--- src/rtl/riscv_pkg.sv ---
// rtl/riscv_pkg.sv - shared RISC-V load/store size encodings and memory-stage FSM states
package riscv_pkg;

  localparam logic [2:0] F3_B  = 3'b000;
  localparam logic [2:0] F3_H  = 3'b001;
  localparam logic [2:0] F3_W  = 3'b010;
  localparam logic [2:0] F3_BU = 3'b100;
  localparam logic [2:0] F3_HU = 3'b101;

  // Funct3[1:0] carries the access size; Funct3[2] selects zero extension.
  localparam logic [1:0] SZ_B = 2'b00;
  localparam logic [1:0] SZ_H = 2'b01;
  localparam logic [1:0] SZ_W = 2'b10;

  typedef enum logic [0:0] {
    ST_IDLE = 1'b0,
    ST_BUSY = 1'b1
  } mem_state_t;

endpackage

--- src/rtl/load_extend.sv ---
// rtl/load_extend.sv - selects the addressed byte/half of a read word and sign- or zero-extends it
module load_extend
  import riscv_pkg::*;
#(
  parameter int XLEN = 32
) (
  input  logic [2:0]      funct3_i,
  input  logic [1:0]      offset_i,
  input  logic [XLEN-1:0] rdata_i,
  output logic [XLEN-1:0] data_o
);

  logic [7:0]  byte_sel;
  logic [15:0] half_sel;
  logic        sign_en;

  assign sign_en  = ~funct3_i[2];
  assign half_sel = offset_i[1] ? rdata_i[31:16] : rdata_i[15:0];

  always_comb begin
    byte_sel = rdata_i[7:0];
    case (offset_i)
      2'b01:   byte_sel = rdata_i[15:8];
      2'b10:   byte_sel = rdata_i[23:16];
      2'b11:   byte_sel = rdata_i[31:24];
      default: byte_sel = rdata_i[7:0];
    endcase
  end

  always_comb begin
    data_o = rdata_i;
    case (funct3_i[1:0])
      SZ_B:    data_o = {{(XLEN-8){sign_en & byte_sel[7]}}, byte_sel};
      SZ_H:    data_o = {{(XLEN-16){sign_en & half_sel[15]}}, half_sel};
      default: data_o = rdata_i;
    endcase
  end

endmodule

--- src/rtl/memory_stage.sv ---
// rtl/memory_stage.sv - pipeline M stage: data-memory handshake FSM, stall, MEM/WB register
// Optional misaligned-access trap enabled by defining MEM_MISALIGN_TRAP_EN.
module memory_stage
  import riscv_pkg::*;
#(
  parameter int XLEN = 32
) (
  input  logic            clk,
  input  logic            rst,
  input  logic            MemReadM,
  input  logic            MemWriteM,
  input  logic [2:0]      Funct3M,
  input  logic            RegWriteM,
  input  logic            ResultSrcM,
  input  logic [4:0]      RdM,
  input  logic [XLEN-1:0] ALU_ResultM,
  input  logic [XLEN-1:0] WriteDataM,
  input  logic [XLEN-1:0] PCPlus4M,
  output logic            dmem_req,
  output logic            dmem_we,
  output logic [XLEN-1:0] dmem_addr,
  output logic [3:0]      dmem_be,
  output logic [XLEN-1:0] dmem_wdata,
  input  logic [XLEN-1:0] dmem_rdata,
  input  logic            dmem_ready,
  output logic            StallM,
  output logic            RegWriteW,
  output logic            ResultSrcW,
  output logic [4:0]      RdW,
  output logic [XLEN-1:0] ALU_ResultW,
  output logic [XLEN-1:0] ReadDataW,
  output logic [XLEN-1:0] PCPlus4W
`ifdef MEM_MISALIGN_TRAP_EN
  ,
  output logic            MisalignW
`endif
);

  mem_state_t      state_q, state_d;
  logic            mem_op, is_load, misalign;
  logic [1:0]      size, offset;
  logic [XLEN-1:0] load_data;

  logic            reg_write_q, result_src_q;
  logic [4:0]      rd_q;
  logic [XLEN-1:0] alu_result_q, read_data_q, pc_plus4_q;

  assign size    = Funct3M[1:0];
  assign offset  = ALU_ResultM[1:0];
  assign mem_op  = MemReadM | MemWriteM;
  assign is_load = MemReadM & ~MemWriteM;

`ifdef MEM_MISALIGN_TRAP_EN
  logic misalign_q;
  assign misalign  = mem_op & (((size == SZ_H) & offset[0]) | ((size == SZ_W) & (offset != 2'b00)));
  assign MisalignW = misalign_q;
`else
  assign misalign  = 1'b0;
`endif

  // Address/enables/data come straight from M; StallM freezes M so they stay put while BUSY.
  always_comb begin
    dmem_req = 1'b0;
    if (!rst) begin
      if (state_q == ST_BUSY) dmem_req = 1'b1;
      else                    dmem_req = mem_op & ~misalign;
    end
  end

  assign StallM    = dmem_req & ~dmem_ready;
  assign dmem_we   = MemWriteM;
  assign dmem_addr = {ALU_ResultM[XLEN-1:2], 2'b00};

  always_comb begin
    dmem_be    = 4'b1111;
    dmem_wdata = WriteDataM;
    case (size)
      SZ_B: begin
        dmem_be    = 4'b0001 << offset;
        dmem_wdata = {4{WriteDataM[7:0]}};
      end
      SZ_H: begin
        dmem_be    = 4'b0011 << {offset[1], 1'b0};
        dmem_wdata = {2{WriteDataM[15:0]}};
      end
      default: begin
        dmem_be    = 4'b1111;
        dmem_wdata = WriteDataM;
      end
    endcase
  end

  always_comb begin
    state_d = state_q;
    case (state_q)
      ST_IDLE: if (dmem_req && !dmem_ready) state_d = ST_BUSY;
      ST_BUSY: if (dmem_ready)              state_d = ST_IDLE;
      default:                              state_d = ST_IDLE;
    endcase
  end

  load_extend #(.XLEN(XLEN)) u_load_extend (
    .funct3_i (Funct3M),
    .offset_i (offset),
    .rdata_i  (dmem_rdata),
    .data_o   (load_data)
  );

  // A stalled cycle still clocks the register, but with writeback suppressed (bubble).
  always_ff @(posedge clk or posedge rst) begin
    if (rst) begin
      state_q      <= ST_IDLE;
      reg_write_q  <= 1'b0;
      result_src_q <= 1'b0;
      rd_q         <= '0;
      alu_result_q <= '0;
      read_data_q  <= '0;
      pc_plus4_q   <= '0;
    end else begin
      state_q      <= state_d;
      reg_write_q  <= RegWriteM & ~StallM & ~misalign;
      result_src_q <= ResultSrcM;
      rd_q         <= RdM;
      alu_result_q <= ALU_ResultM;
      read_data_q  <= (is_load && !misalign) ? load_data : '0;
      pc_plus4_q   <= PCPlus4M;
    end
  end

`ifdef MEM_MISALIGN_TRAP_EN
  always_ff @(posedge clk or posedge rst) begin
    if (rst) misalign_q <= 1'b0;
    else     misalign_q <= misalign;
  end
`endif

  assign RegWriteW   = reg_write_q;
  assign ResultSrcW  = result_src_q;
  assign RdW         = rd_q;
  assign ALU_ResultW = alu_result_q;
  assign ReadDataW   = read_data_q;
  assign PCPlus4W    = pc_plus4_q;

endmodule
--- config.mk ---
export PLATFORM = sky130hd
export DESIGN_NAME = memory_stage
export DESIGN_NICKNAME = d
export VERILOG_FILES = /design/src/rtl/riscv_pkg.sv /design/src/rtl/load_extend.sv /design/src/rtl/memory_stage.sv
export SDC_FILE = /design/constraint.sdc
export NUM_CORES = 1
export LEC_CHECK = 0
export ABC_AREA = 1
export CORE_AREA = 2 2 122 124
export CTS_BUF_LIST = sky130_fd_sc_hd__clkbuf_2 sky130_fd_sc_hd__clkbuf_4 sky130_fd_sc_hd__clkbuf_8
export CTS_CLUSTER_SIZE = 25
export DETAILED_ROUTE_END_ITERATION = 10
export DIE_AREA = 0 0 124 126
export PLACE_DENSITY = 0.74
export SYNTH_ARGS = -nofsm -noshare
export SYNTH_HDL_FRONTEND = slang
export SYNTH_HIERARCHICAL = 1
export SYNTH_SLANG_ARGS = --single-unit
--- constraint.sdc ---
create_clock -name clk -period 5.1 [get_ports clk]
set_input_delay 0.765 -clock clk [delete_from_list [all_inputs] [get_ports clk]]
set_output_delay 0.765 -clock clk [all_outputs]
set_load 0.005 [all_outputs]
Word-level counts from Yosys, hierarchy flattened

Index checks and enable logic that the tools add are counted.

Register bits: 104
Input bits: 143
Output and inout port bits: 174
Logic and storage cells: 38

Equality and inequality tests: 4
Shifts and indexed selects: 2
Muxes and demuxes: 11
Bitwise operators: 11
Reductions and logical operators: 3

Operators with widths:

| cell                                                 | count |
|---|---|
| one-hot mux 32 bit (2 select lines)                  | 2 |
| 2-to-1 mux 32 bit                                    | 1 |
| one-hot mux 8 bit (3 select lines)                   | 1 |
| 2-to-1 mux 16 bit                                    | 1 |
| one-hot mux 4 bit (2 select lines)                   | 1 |
| AND 1 bit                                            | 5 |
| inverter 1 bit                                       | 5 |
| equality test 2 x 1 -> 1 bit (second input constant) | 2 |
| equality test 2 bit (second input constant)          | 2 |
| 2-to-1 mux 1 bit                                     | 4 |
| << shifter 1 x 2 -> 4 bit (first input constant)     | 1 |
| << shifter 2 x 2 -> 4 bit (first input constant)     | 1 |
| logical NOT 2 bit                                    | 1 |
| one-hot mux 1 bit (2 select lines)                   | 1 |
| logical AND 1 bit                                    | 1 |
| logical NOT 1 bit                                    | 1 |
| OR 1 bit                                             | 1 |

Depth between registers and ports, before layout

Gate-level depths: netlist (run 1).

Depth after elaboration: 6
Mapped depth: 10
Gate-level depth less buffers: 9

Cells and area by module

Netlist (run 1), hierarchy kept.

By module, submodules not included:

| module       | instances | cells an instance | area an instance (µm²) | seq. area each (µm²) |
|---|---|---|---|---|
| memory_stage | 1         | 307               | 3611.0                 | 2602.5 |
| load_extend  | 1         | 169               | 879.6                  | 0.0 |

Least setup slack after synthesis (run 1)

OpenSTA, ideal clock, no wires.

Path type: input port to output port
Start: input port rst
End: output port StallM
Arrival: 3392 ps
Required time: 4335 ps
Setup slack: 943 ps
Cell stages on the path: 3
Path buffers: 0
Cell sequence: inv_1 > nand3_1 > inv_1

Cells in the longest elaborated chain, start to end: 2

RTL lines:

| element          | RTL line           | source |
|---|---|---|
| start, declared  | memory_stage.sv:9  | `input logic rst,` |
| 2-to-1 mux 1 bit | memory_stage.sv:64 | `if (!rst) begin` |
| AND 1 bit        | memory_stage.sv:70 | `assign StallM = dmem_req & ~dmem_ready;` |
| end, declared    | memory_stage.sv:26 | `output logic StallM,` |

Every way passes these cells.

Worst setup path in the final report (run 1)

Start: input port Funct3M[1]
End: output port dmem_wdata[28]

Cells in the longest elaborated chain, start to end: 2
Elaborated cells on any way between the ends: 3
Those cells by class: eq/ne: 1; mux: 1; reduce/logical: 1

RTL lines:

| element                                                           | RTL line           | source |
|---|---|---|
| start, declared                                                   | memory_stage.sv:12 | `input logic [2:0] Funct3M,` |
| equality test 2 x 1 -> 1 bit or logical NOT 2 bit (tied branches) | memory_stage.sv:77 | `case (size)` |
| one-hot mux 32 bit (2 select lines) *                             | memory_stage.sv:77 |  |
| end, declared                                                     | memory_stage.sv:23 | `output logic [XLEN-1:0] dmem_wdata,` |

Every way passes the cells marked *; elsewhere a longest branch is shown, timed or not.

==> results of run 1 <==
-- final cells by class --
cell class                      instances  area (um2)
Timing Repair Buffer                  318        3170
Clock inverter                          6        92.6
Tap cell                              184         230
Inverter                               57         216
Multi-Input combinational cell        258        1250
Clock buffer                           10         131
Sequential cell                       104        2600
Fill cell                            1252        6620
-- power by group through the flow --
stage                     clock network [W]  logic, W  registers, W
after global placement                    0  0.000427      0.000889
final                              0.000564  0.000428      0.000873
after detailed placement                  0  0.000431      0.000890
after CTS                          0.000586  0.000433      0.000874
after global routing               0.000620  0.000464      0.000878
after floorplan                           0  0.000144      0.000896
-- critical path, cell delays in order --
cell                              delay (ns)
sky130_fd_sc_hd__clkdlybuf4s50_1        0.45
sky130_fd_sc_hd__buf_4                  0.42
sky130_fd_sc_hd__inv_1                  0.33
sky130_fd_sc_hd__nand2_2                0.26
sky130_fd_sc_hd__o211ai_1               0.11
sky130_fd_sc_hd__clkdlybuf4s50_1        0.47
-- final timing paths --
kind / startpoint / end / cells past startpoint
min in group asynchronous: rst / RegWriteW$_DFF_PP0_ / 2
max in group asynchronous: rst / ReadDataW[18]$_DFF_PP0_ / 3
hold reg to reg: state_q$_DFF_PP0_ / state_q$_DFF_PP0_ / 2
setup reg to reg: state_q$_DFF_PP0_ / state_q$_DFF_PP0_ / 4
hold / removal: state_q$_DFF_PP0_ / state_q$_DFF_PP0_ / 2
setup / recovery: Funct3M[1] / dmem_wdata[28] / 6
-- per-layer routing --
layer | part of all wire | track usage | wire, um | vias up
li1 | - | - | - | 1954
met1 | 0.32 | 0.186 | 4860 | 1997
met2 | 0.55 | 0.380 | 8380 | 246
met3 | 0.11 | 0.0566 | 1660 | 21
met4 | 0.026 | 0.0668 | 398 | 0
met5 | 0 | 0 | 0 | -
-- Yosys cell counts (all sizes together) --
cell type	n	area [um2]
nand2	142	548
o21ai	15	75.1
a21oi	1	8.76
o211ai	7	62.6
clkbuf	2	7.51
conb	1	3.75
dfrtp	104	2600
nand3	52	378
inv	56	210
buf	56	422
clkinv	1	3.75
nor2	39	169
-- sequential cells by signal, summed over array words and instances (netlist names) --
signal	cells
RdW	5
PCPlus4W	32
RegWriteW	1
state_q	1
ResultSrcW	1
ReadDataW	32
ALU_ResultW	32
-- per-stage QoR --
stage / utilization / hold WS [ns] / instance area (um2) / power [W] / cells
after floorplan: - / 0.505 / 4490 / 0.00104 / 477
after global placement: 0.522 / 0.532 / 7470 / 0.00132 / 921
after detailed placement: 0.522 / 0.553 / 7470 / 0.00132 / 921
after CTS: 0.538 / 0.567 / 7690 / 0.00189 / 937
after global routing: 0.538 / 0.599 / 7690 / 0.00196 / 937
final: 0.538 / 0.557 / 7690 / 0.00186 / 937
-- logic make-up after synthesis --
family	Yosys count
other cells	1
simple gates	233
buf+inv	115
compound gates	23
flops	104
-- layout by cell type, fill, tap and decap left out --
master	Yosys	routed
sky130_fd_sc_hd__clkdlybuf4s50_1	0	314
sky130_fd_sc_hd__nand2_1	136	136
sky130_fd_sc_hd__dfrtp_1	104	104
sky130_fd_sc_hd__inv_1	55	54
sky130_fd_sc_hd__nor2_1	36	36
sky130_fd_sc_hd__nand3_1	30	30
sky130_fd_sc_hd__nand3_2	21	21
sky130_fd_sc_hd__clkbuf_8	0	9
sky130_fd_sc_hd__o21ai_1	8	8
sky130_fd_sc_hd__o21ai_0	7	7
sky130_fd_sc_hd__nand2_2	6	6
sky130_fd_sc_hd__o211ai_1	5	5
sky130_fd_sc_hd__buf_4	44	4
sky130_fd_sc_hd__nor2_4	3	3
sky130_fd_sc_hd__o211ai_2	2	2
sky130_fd_sc_hd__conb_1	1	2
sky130_fd_sc_hd__bufinv_16	0	2
sky130_fd_sc_hd__inv_4	0	1
sky130_fd_sc_hd__inv_8	0	1
sky130_fd_sc_hd__clkinvlp_4	0	1
sky130_fd_sc_hd__clkinv_2	0	1
sky130_fd_sc_hd__clkinv_4	0	1
sky130_fd_sc_hd__clkbuf_4	0	1
sky130_fd_sc_hd__inv_2	1	1
sky130_fd_sc_hd__clkinv_1	1	1
sky130_fd_sc_hd__a21oi_2	1	1
sky130_fd_sc_hd__nand3_4	1	1
==> impl_results.rst, run 1 <==
.. list-table::
   :header-rows: 1

   * - Metric
     - Value
   * - Run status
     - completed
   * - Total number of vias
     - 4218
   * - Antenna violations before repair
     - 0
   * - Layout Skew
     - 0.000375 ns
   * - Core region area
     - 0.0143 mm2
   * - Clock latency reported for the late side of the worst-skew pair
     - 0.36 ns
   * - Complex-gate fraction of the synthesized area
     - 0.0326
   * - Post-synthesis sequential element count
     - 104
   * - Clock tree from TritonCTS
     - done
   * - Adder-cell share of the synthesized area
     - 0
   * - Pin count of the biggest net entering global routing
     - 68
   * - Total number of placement rows
     - 44
   * - Post-Synthesis Cell Area
     - 0.00449 mm2
   * - Vias in the first global route
     - 4285
   * - Setup repair after global routing missed its margin
     - false
   * - # clock sinks
     - 104
   * - Mean area per synthesized cell
     - 9.43 um2
   * - Worst vdd ir
     - 0.110 mV
   * - Kind of path behind the tightest hold check
     - reg2reg
   * - Die X
     - 124 um
   * - Ratio of cells with drive above 1 in the final layout
     - 0.0744
   * - Starting density of the core
     - 0.314
   * - Crit path arrival time
     - 2.82 ns
   * - WL final
     - 15.3 mm
   * - Power share of the clock group
     - 0.303
   * - Die Outline Area
     - 0.0156 mm2
   * - Startpoint kind of the worst setup timing path
     - primary input
   * - Total power divided by cell area
     - 242 mW/mm2
   * - Final Slew Violations
     - 0
   * - Power share of the combinational group
     - 0.229
   * - Post-synthesis sequential area ratio
     - 0.580
   * - Multiplexer fraction of the synthesized cell area
     - 0
   * - Final setup violation count
     - 0
   * - Max Fanout on Critical Path
     - 45
   * - Drt via density
     - 4.50
   * - Slew @ Worst Pin
     - 0.785 ns
   * - Crit share post-route
     - 0.702
   * - # Max-Cap Violations
     - 0
   * - Total GRT Usage
     - 0.193
   * - Simple-gate share of the synthesized area
     - 0.244
   * - Power spent charging and discharging nets
     - 0.000460 W
   * - Top-level port count
     - 317
   * - Seq pwr share
     - 0.468
   * - Total number of H-tree levels
     - 3
   * - Min Clock Period, post-route
     - 3.58 ns
   * - Starting DRT DRC Count
     - 150
   * - Static Leakage
     - 3.60 nW
   * - Least setup slack across all paths after layout
     - 1.52 ns
   * - Number of setup buffers added after CTS
     - 0
   * - Setup crit end kind
     - output pin
   * - Maximum clock frequency
     - 279 MHz
   * - Antenna cell count
     - 0
   * - PortBufs
     - 314
   * - Nets@finish
     - 891
   * - Clock tree root buffer cell
     - sky130_fd_sc_hd__clkbuf_8
   * - Setup Total Neg Slack
     - 0 ns
   * - GPL Wtd Cong
     - 0.845
   * - First-pass GRT wire length
     - 22.6 mm
   * - Post-Synth XOR/XNOR Area
     - 0
   * - Layout overhead on the synthesized area
     - 71.4%
   * - Remaining global-route overflow
     - 0
   * - CTS Buf Count
     - 9
   * - Sw Share
     - 0.247
   * - Half-perimeter wire length after detailed placement
     - 12.2 mm
   * - Required time of the critical path
     - 4.34 ns
   * - Number of cells upsized or downsized after cts
     - 0
   * - Clock-pin transition on the worst setup and hold timing paths
     - 0.10 ns
   * - Combinational family with the most area after synthesis
     - simple AND/OR/NAND/NOR gates
   * - Critical Setup Path Class
     - in2out
   * - Worst relative slew slack
     - 0.477
   * - Number of design rule violations left after detail routing
     - 0
   * - Warnings from Yosys
     - 6
   * - Number of buffers between clock root and the deepest sink
     - 2
   * - Instance count of the mapped netlist
     - 476
   * - Antenna Nets Post-Route
     - 0
   * - Height of the die
     - 126 um
   * - Setup slack at placement
     - 1.53 ns
   * - Cell-internal power
     - 0.00141 W
   * - Distinct cells, synth
     - 21
   * - Iteration count of the initial detailed-routing pass
     - 5
   * - FF-to-FF setup slack
     - 4.28 ns
   * - Count of endpoints failing hold in the final timing report
     - 0
   * - Per-cell routed wire length
     - 16.3 um
   * - Count of hold-fix buffers inserted at cts
     - 0
Power figures use the tool's default switching activity.
==> run 2, diff against run 1 <==
Clock period 5.1 ns to 3.8 ns, I/O delays scaled along.
==> impl_results.rst, run 2 (same netlist as run 1, synthesis figures left out) <==
.. list-table::
   :header-rows: 1

   * - Metric
     - Value
   * - Final Slew Violations
     - 0
   * - Power share of the combinational group
     - 0.240
   * - Total number of placement rows
     - 44
   * - Seq pwr share
     - 0.491
   * - Setup Total Neg Slack
     - 0 ns
   * - Slew @ Worst Pin
     - 0.809 ns
   * - Per-cell routed wire length
     - 16.2 um
   * - Maximum clock frequency
     - 324 MHz
   * - Antenna cell count
     - 0
   * - Crit share post-route
     - 0.811
   * - Final non-filler cell total
     - 939
   * - Starting density of the core
     - 0.314
   * - Count of endpoints failing hold in the final timing report
     - 0
   * - Antenna Nets Post-Route
     - 0
   * - Static Leakage
     - 3.59 nW
   * - Clock-pin transition on the worst setup and hold timing paths
     - 0.10 ns
   * - Half-perimeter wire length after detailed placement
     - 12.1 mm
   * - Pin count of the biggest net entering global routing
     - 58
   * - Antenna violations before repair
     - 0
   * - Total GRT Usage
     - 0.192
   * - CTS Buf Count
     - 9
   * - Remaining global-route overflow
     - 0
   * - First-pass GRT wire length
     - 22.2 mm
   * - Post-route total power
     - 0.00239 W
   * - Startpoint kind of the worst setup timing path
     - primary input
   * - Die Outline Area
     - 0.0156 mm2
   * - Min Clock Period, post-route
     - 3.08 ns
   * - Drt via density
     - 4.41
   * - Die X
     - 124 um
   * - Worst relative slew slack
     - 0.459
   * - Crit path arrival time
     - 2.51 ns
   * - # Max-Cap Violations
     - 0
   * - PortBufs
     - 314
   * - Dpl cells
     - 923
   * - Top library cells by usage in the layout, fill and taps aside
     - sky130_fd_sc_hd__clkdlybuf4s50_1, sky130_fd_sc_hd__nand2_1, sky130_fd_sc_hd__dfrtp_1
   * - Total power divided by cell area
     - 312 mW/mm2
   * - Number of cells upsized or downsized after cts
     - 0
   * - Max Fanout on Critical Path
     - 14
   * - Power spent charging and discharging nets
     - 0.000639 W
   * - Final setup violation count
     - 0
   * - Most common cell after layout, fill and taps aside
     - sky130_fd_sc_hd__clkdlybuf4s50_1
   * - WL final
     - 15.2 mm
   * - Kind of path behind the tightest hold check
     - reg2reg
   * - Ratio of cells with drive above 1 in the final layout
     - 0.0768
   * - Run status
     - completed
   * - Worst vdd ir
     - 0.163 mV
   * - Core region area
     - 0.0143 mm2
   * - Setup slack at placement
     - 0.727 ns
   * - Number of setup buffers added after CTS
     - 0
   * - Clock latency reported for the late side of the worst-skew pair
     - 0.37 ns
   * - Worst hold margin
     - 0.559 ns
   * - Total number of H-tree levels
     - 3
   * - Sw Share
     - 0.268
   * - FF-to-FF Start
     - state_q$_DFF_PP0_
   * - Least setup slack across all paths after layout
     - 0.717 ns
   * - Power share of the clock group
     - 0.269
   * - Setup repair after global routing missed its margin
     - false
   * - Vias in the first global route
     - 4175
   * - Top-level port count
     - 317
   * - Layout overhead on the synthesized area
     - 70.7%
   * - Total number of vias
     - 4140
   * - GPL Wtd Cong
     - 0.816
   * - # clock sinks
     - 104
   * - Iteration count of the initial detailed-routing pass
     - 5
   * - Starting DRT DRC Count
     - 189
   * - Origin of the worst setup path
     - Funct3M[1]
   * - Layout Skew
     - 0.000709 ns
   * - Number of buffers between clock root and the deepest sink
     - 2
   * - Required time of the critical path
     - 3.23 ns
   * - Cell-internal power
     - 0.00175 W
   * - Clock tree from TritonCTS
     - done
   * - Critical Setup Path Class
     - in2out
   * - Number of design rule violations left after detail routing
     - 0
   * - Clock tree root buffer cell
     - sky130_fd_sc_hd__clkbuf_8
   * - Start point of the worst hold path
     - state_q$_DFF_PP0_
   * - Setup crit end kind
     - output pin
   * - Count of hold-fix buffers inserted at cts
     - 0
   * - Height of the die
     - 126 um
   * - Nets@finish
     - 893
-- run 2: cell count changes in the layout (fill, tap and decap cells not counted), sizes merged --
cell	change
clkinv	+2
bufinv	-2
buf	+2
inv	+1
clkbuf	-1
-- run 2: metrics by stage --
stage | utilization | area (um2)
2_1_floorplan | - | 4490
3_3_place_gp | 0.523 | 7490
3_5_place_dp | 0.523 | 7490
4_1_cts | 0.535 | 7660
5_1_grt | 0.535 | 7660
6_report | 0.535 | 7660
-- run 2: path summary, 6_finish.rpt --
check / to / slack (ns) / cells after the start
worst max-delay path: dmem_wdata[24] / 0.72 / 5
worst min register to register: state_q$_DFF_PP0_ / 0.56 / 2
max in group asynchronous: ALU_ResultW[31]$_DFF_PP0_ / 1.96 / 4
worst max register to register: state_q$_DFF_PP0_ / 2.98 / 4
min in group asynchronous: ReadDataW[27]$_DFF_PP0_ / 0.77 / 3
worst min-delay path: state_q$_DFF_PP0_ / 0.56 / 2
-- run 2: cell type report --
type	instances	area (um2)
Clock inverter	7	55.1
Multi-Input combinational cell	258	1250
Inverter	57	216
Timing Repair Buffer	320	3190
Tap cell	184	230
Sequential cell	104	2600
Fill cell	1278	6650
Clock buffer	9	124
-- run 2: per-layer routing --
layer  GRT usage  part of all wire  up-vias  wire length [um]
li1            -                 -     1961                 -
met1       0.188              0.32     1902              4920
met2       0.369              0.54      251              8250
met3      0.0466              0.10       26              1540
met4      0.0879             0.032        0               487
met5           0                 0        -                 0
-- run 2: critical path, stage by stage --
cell                              delay [ns]
sky130_fd_sc_hd__clkdlybuf4s50_1        0.59
sky130_fd_sc_hd__inv_1                  0.37
sky130_fd_sc_hd__nand2_2                0.22
sky130_fd_sc_hd__o211ai_1               0.22
sky130_fd_sc_hd__clkdlybuf4s50_1        0.53
-- run 2: power by group through the flow --
| stage | Combinational (W) | Clock [W] | Sequential, W |
|---|---|---|---|
| final | 0.000572 | 0.000643 | 0.00117 |
| after global routing | 0.000625 | 0.000704 | 0.00118 |
| after CTS | 0.000582 | 0.000666 | 0.00117 |
| after detailed placement | 0.000579 | 0 | 0.00120 |
| after global placement | 0.000574 | 0 | 0.00119 |
| after floorplan | 0.000193 | 0 | 0.00120 |
==> run 3, diff against run 2 <==
Settings changed: CORE_AREA 2 2 122 124 to 2 2 124 126, DIE_AREA 0 0 124 126 to 0 0 126 128.
Clock period 3.8 ns to 2.76 ns, I/O delays scaled along.
==> impl_results.rst, run 3 (same netlist as run 1, synthesis figures left out) <==
.. list-table::
   :header-rows: 1

   * - Metric
     - Value
   * - Die Outline Area
     - 0.0161 mm2
   * - First-pass GRT wire length
     - 22.4 mm
   * - Uppermost routed layer
     - met4
   * - Top-level port count
     - 317
   * - Pin count of the biggest net entering global routing
     - 55
   * - Slew @ Worst Pin
     - 0.700 ns
   * - Setup Total Neg Slack
     - 0 ns
   * - Ratio of cells with drive above 1 in the final layout
     - 0.0794
   * - Final Slew Violations
     - 0
   * - FF-to-FF Start
     - state_q$_DFF_PP0_
   * - Remaining global-route overflow
     - 0
   * - Total number of H-tree levels
     - 3
   * - Number of cells upsized or downsized after cts
     - 0
   * - PortBufs
     - 314
   * - Origin of the worst setup path
     - Funct3M[0]
   * - # Max-Cap Violations
     - 0
   * - Count of hold-fix buffers inserted at cts
     - 0
   * - Min Clock Period, post-route
     - 2.60 ns
   * - Total power divided by cell area
     - 442 mW/mm2
   * - Startpoint kind of the worst setup timing path
     - primary input
   * - Per-cell routed wire length
     - 16.1 um
   * - Setup crit end kind
     - output pin
   * - Core region area
     - 0.0149 mm2
   * - Total number of placement rows
     - 45
   * - Static Leakage
     - 3.61 nW
   * - FF-to-FF setup slack
     - 1.92 ns
   * - Top library cells by usage in the layout, fill and taps aside
     - sky130_fd_sc_hd__clkdlybuf4s50_1, sky130_fd_sc_hd__nand2_1, sky130_fd_sc_hd__dfrtp_1
   * - Required time of the critical path
     - 2.35 ns
   * - Clock latency reported for the late side of the worst-skew pair
     - 0.36 ns
   * - Total GRT Usage
     - 0.181
   * - WL final
     - 15.2 mm
   * - Setup repair after global routing missed its margin
     - false
   * - Most common cell after layout, fill and taps aside
     - sky130_fd_sc_hd__clkdlybuf4s50_1
   * - Cell depth of the worst flop-to-flop path
     - 4
   * - Run status
     - completed
   * - Wire length the detailed router placed on met1
     - 4.98 mm
   * - Termination of the worst setup path
     - dmem_wdata[25]
   * - Antenna violations before repair
     - 0
   * - GPL Wtd Cong
     - 0.783
   * - Iteration count of the initial detailed-routing pass
     - 4
   * - Dpl cells
     - 930
   * - Met2 Wirelength
     - 8.45 mm
   * - Number of design rule violations left after detail routing
     - 0
   * - Antenna Nets Post-Route
     - 0
   * - Worst vdd ir
     - 0.218 mV
   * - Clock tree root buffer cell
     - sky130_fd_sc_hd__clkbuf_8
   * - Kind of path behind the tightest hold check
     - in2reg
   * - Starting DRT DRC Count
     - 191
   * - Crit share post-route
     - 0.943
   * - CTS Buf Count
     - 9
   * - Height of the die
     - 128 um
   * - Die X
     - 126 um
   * - Worst relative slew slack
     - 0.533
   * - Total number of vias
     - 4143
   * - Crit path arrival time
     - 2.19 ns
   * - Vias in the first global route
     - 4162
   * - Maximum clock frequency
     - 384 MHz
   * - Nets@finish
     - 896
   * - Antenna cell count
     - 0
   * - Final setup violation count
     - 0
   * - Max Fanout on Critical Path
     - 15
   * - Starting density of the core
     - 0.302
   * - Layout overhead on the synthesized area
     - 71.8%
   * - Drt via density
     - 4.39
   * - Number of setup buffers added after CTS
     - 0
   * - Layout Skew
     - 0.000233 ns
   * - Count of endpoints failing hold in the final timing report
     - 0
   * - Half-perimeter wire length after detailed placement
     - 12.3 mm
   * - # clock sinks
     - 104
   * - Clock-pin transition on the worst setup and hold timing paths
     - 0.09 ns
   * - Clock tree from TritonCTS
     - done
   * - Final non-filler cell total
     - 944
   * - Worst hold margin
     - 0.484 ns
   * - Critical Setup Path Class
     - in2out
   * - Capture point of the worst reg-to-reg path
     - state_q$_DFF_PP0_
   * - Met3 wirelength from detailed routing
     - 1.32 mm
   * - Number of buffers between clock root and the deepest sink
     - 2
-- run 3: layout make-up --
type,count,area [um2]
clock buffer,9,124
fill,1377,7150
inverter,57,218
clock inverter,5,81.3
sequential,104,2600
multi-input combinational,258,1250
timing repair buffer,323,3210
tap,188,235
-- run 3: worst max-delay path, stage by stage --
cell and delay, ns:
sky130_fd_sc_hd__clkdlybuf4s50_1 0.58, sky130_fd_sc_hd__nor2_4 0.38, sky130_fd_sc_hd__nand2_1 0.14, sky130_fd_sc_hd__o211ai_1 0.12, sky130_fd_sc_hd__clkdlybuf4s50_1 0.54
-- run 3: where the power goes --
part	leakage (nW)	total [W]	switching (W)	internal (W)
logic	2.24	0.000790	0.000312	0.000478
registers	1.28	0.00161	0.0000200	0.00159
clock network	0.102	0.00101	0.000503	0.000503
-- run 3: metal layers --
metal | global-route usage | up-vias
met5 | 0 | -
met4 | 0.0718 | 0
met3 | 0.0551 | 27
met2 | 0.359 | 241
met1 | 0.172 | 1914
li1 | - | 1961
-- run 3: worst min path at each step --
stage,end,start,slack (ns),cells after the start
after CTS,PCPlus4W[9]$_DFF_PP0_,PCPlus4M[9],0.46,1
after floorplan,ALU_ResultW[0]$_DFF_PP0_,ALU_ResultM[0],0.45,0
after global placement,state_q$_DFF_PP0_,state_q$_DFF_PP0_,0.53,2
after detailed placement,state_q$_DFF_PP0_,state_q$_DFF_PP0_,0.54,2
final,PCPlus4W[0]$_DFF_PP0_,PCPlus4M[0],0.48,1
after global routing,PCPlus4W[9]$_DFF_PP0_,PCPlus4M[9],0.46,1
-- run 3: per-stage QoR --
stage	utilization	total power (W)	area [um2]	setup slack, ns
2_1_floorplan	-	0.00192	4500	0.0613
3_3_place_gp	0.505	0.00244	7510	0.173
3_5_place_dp	0.505	0.00244	7510	0.175
4_1_cts	0.519	0.00346	7710	0.159
5_1_grt	0.519	0.00358	7710	0.0750
6_report	0.519	0.00341	7710	0.158
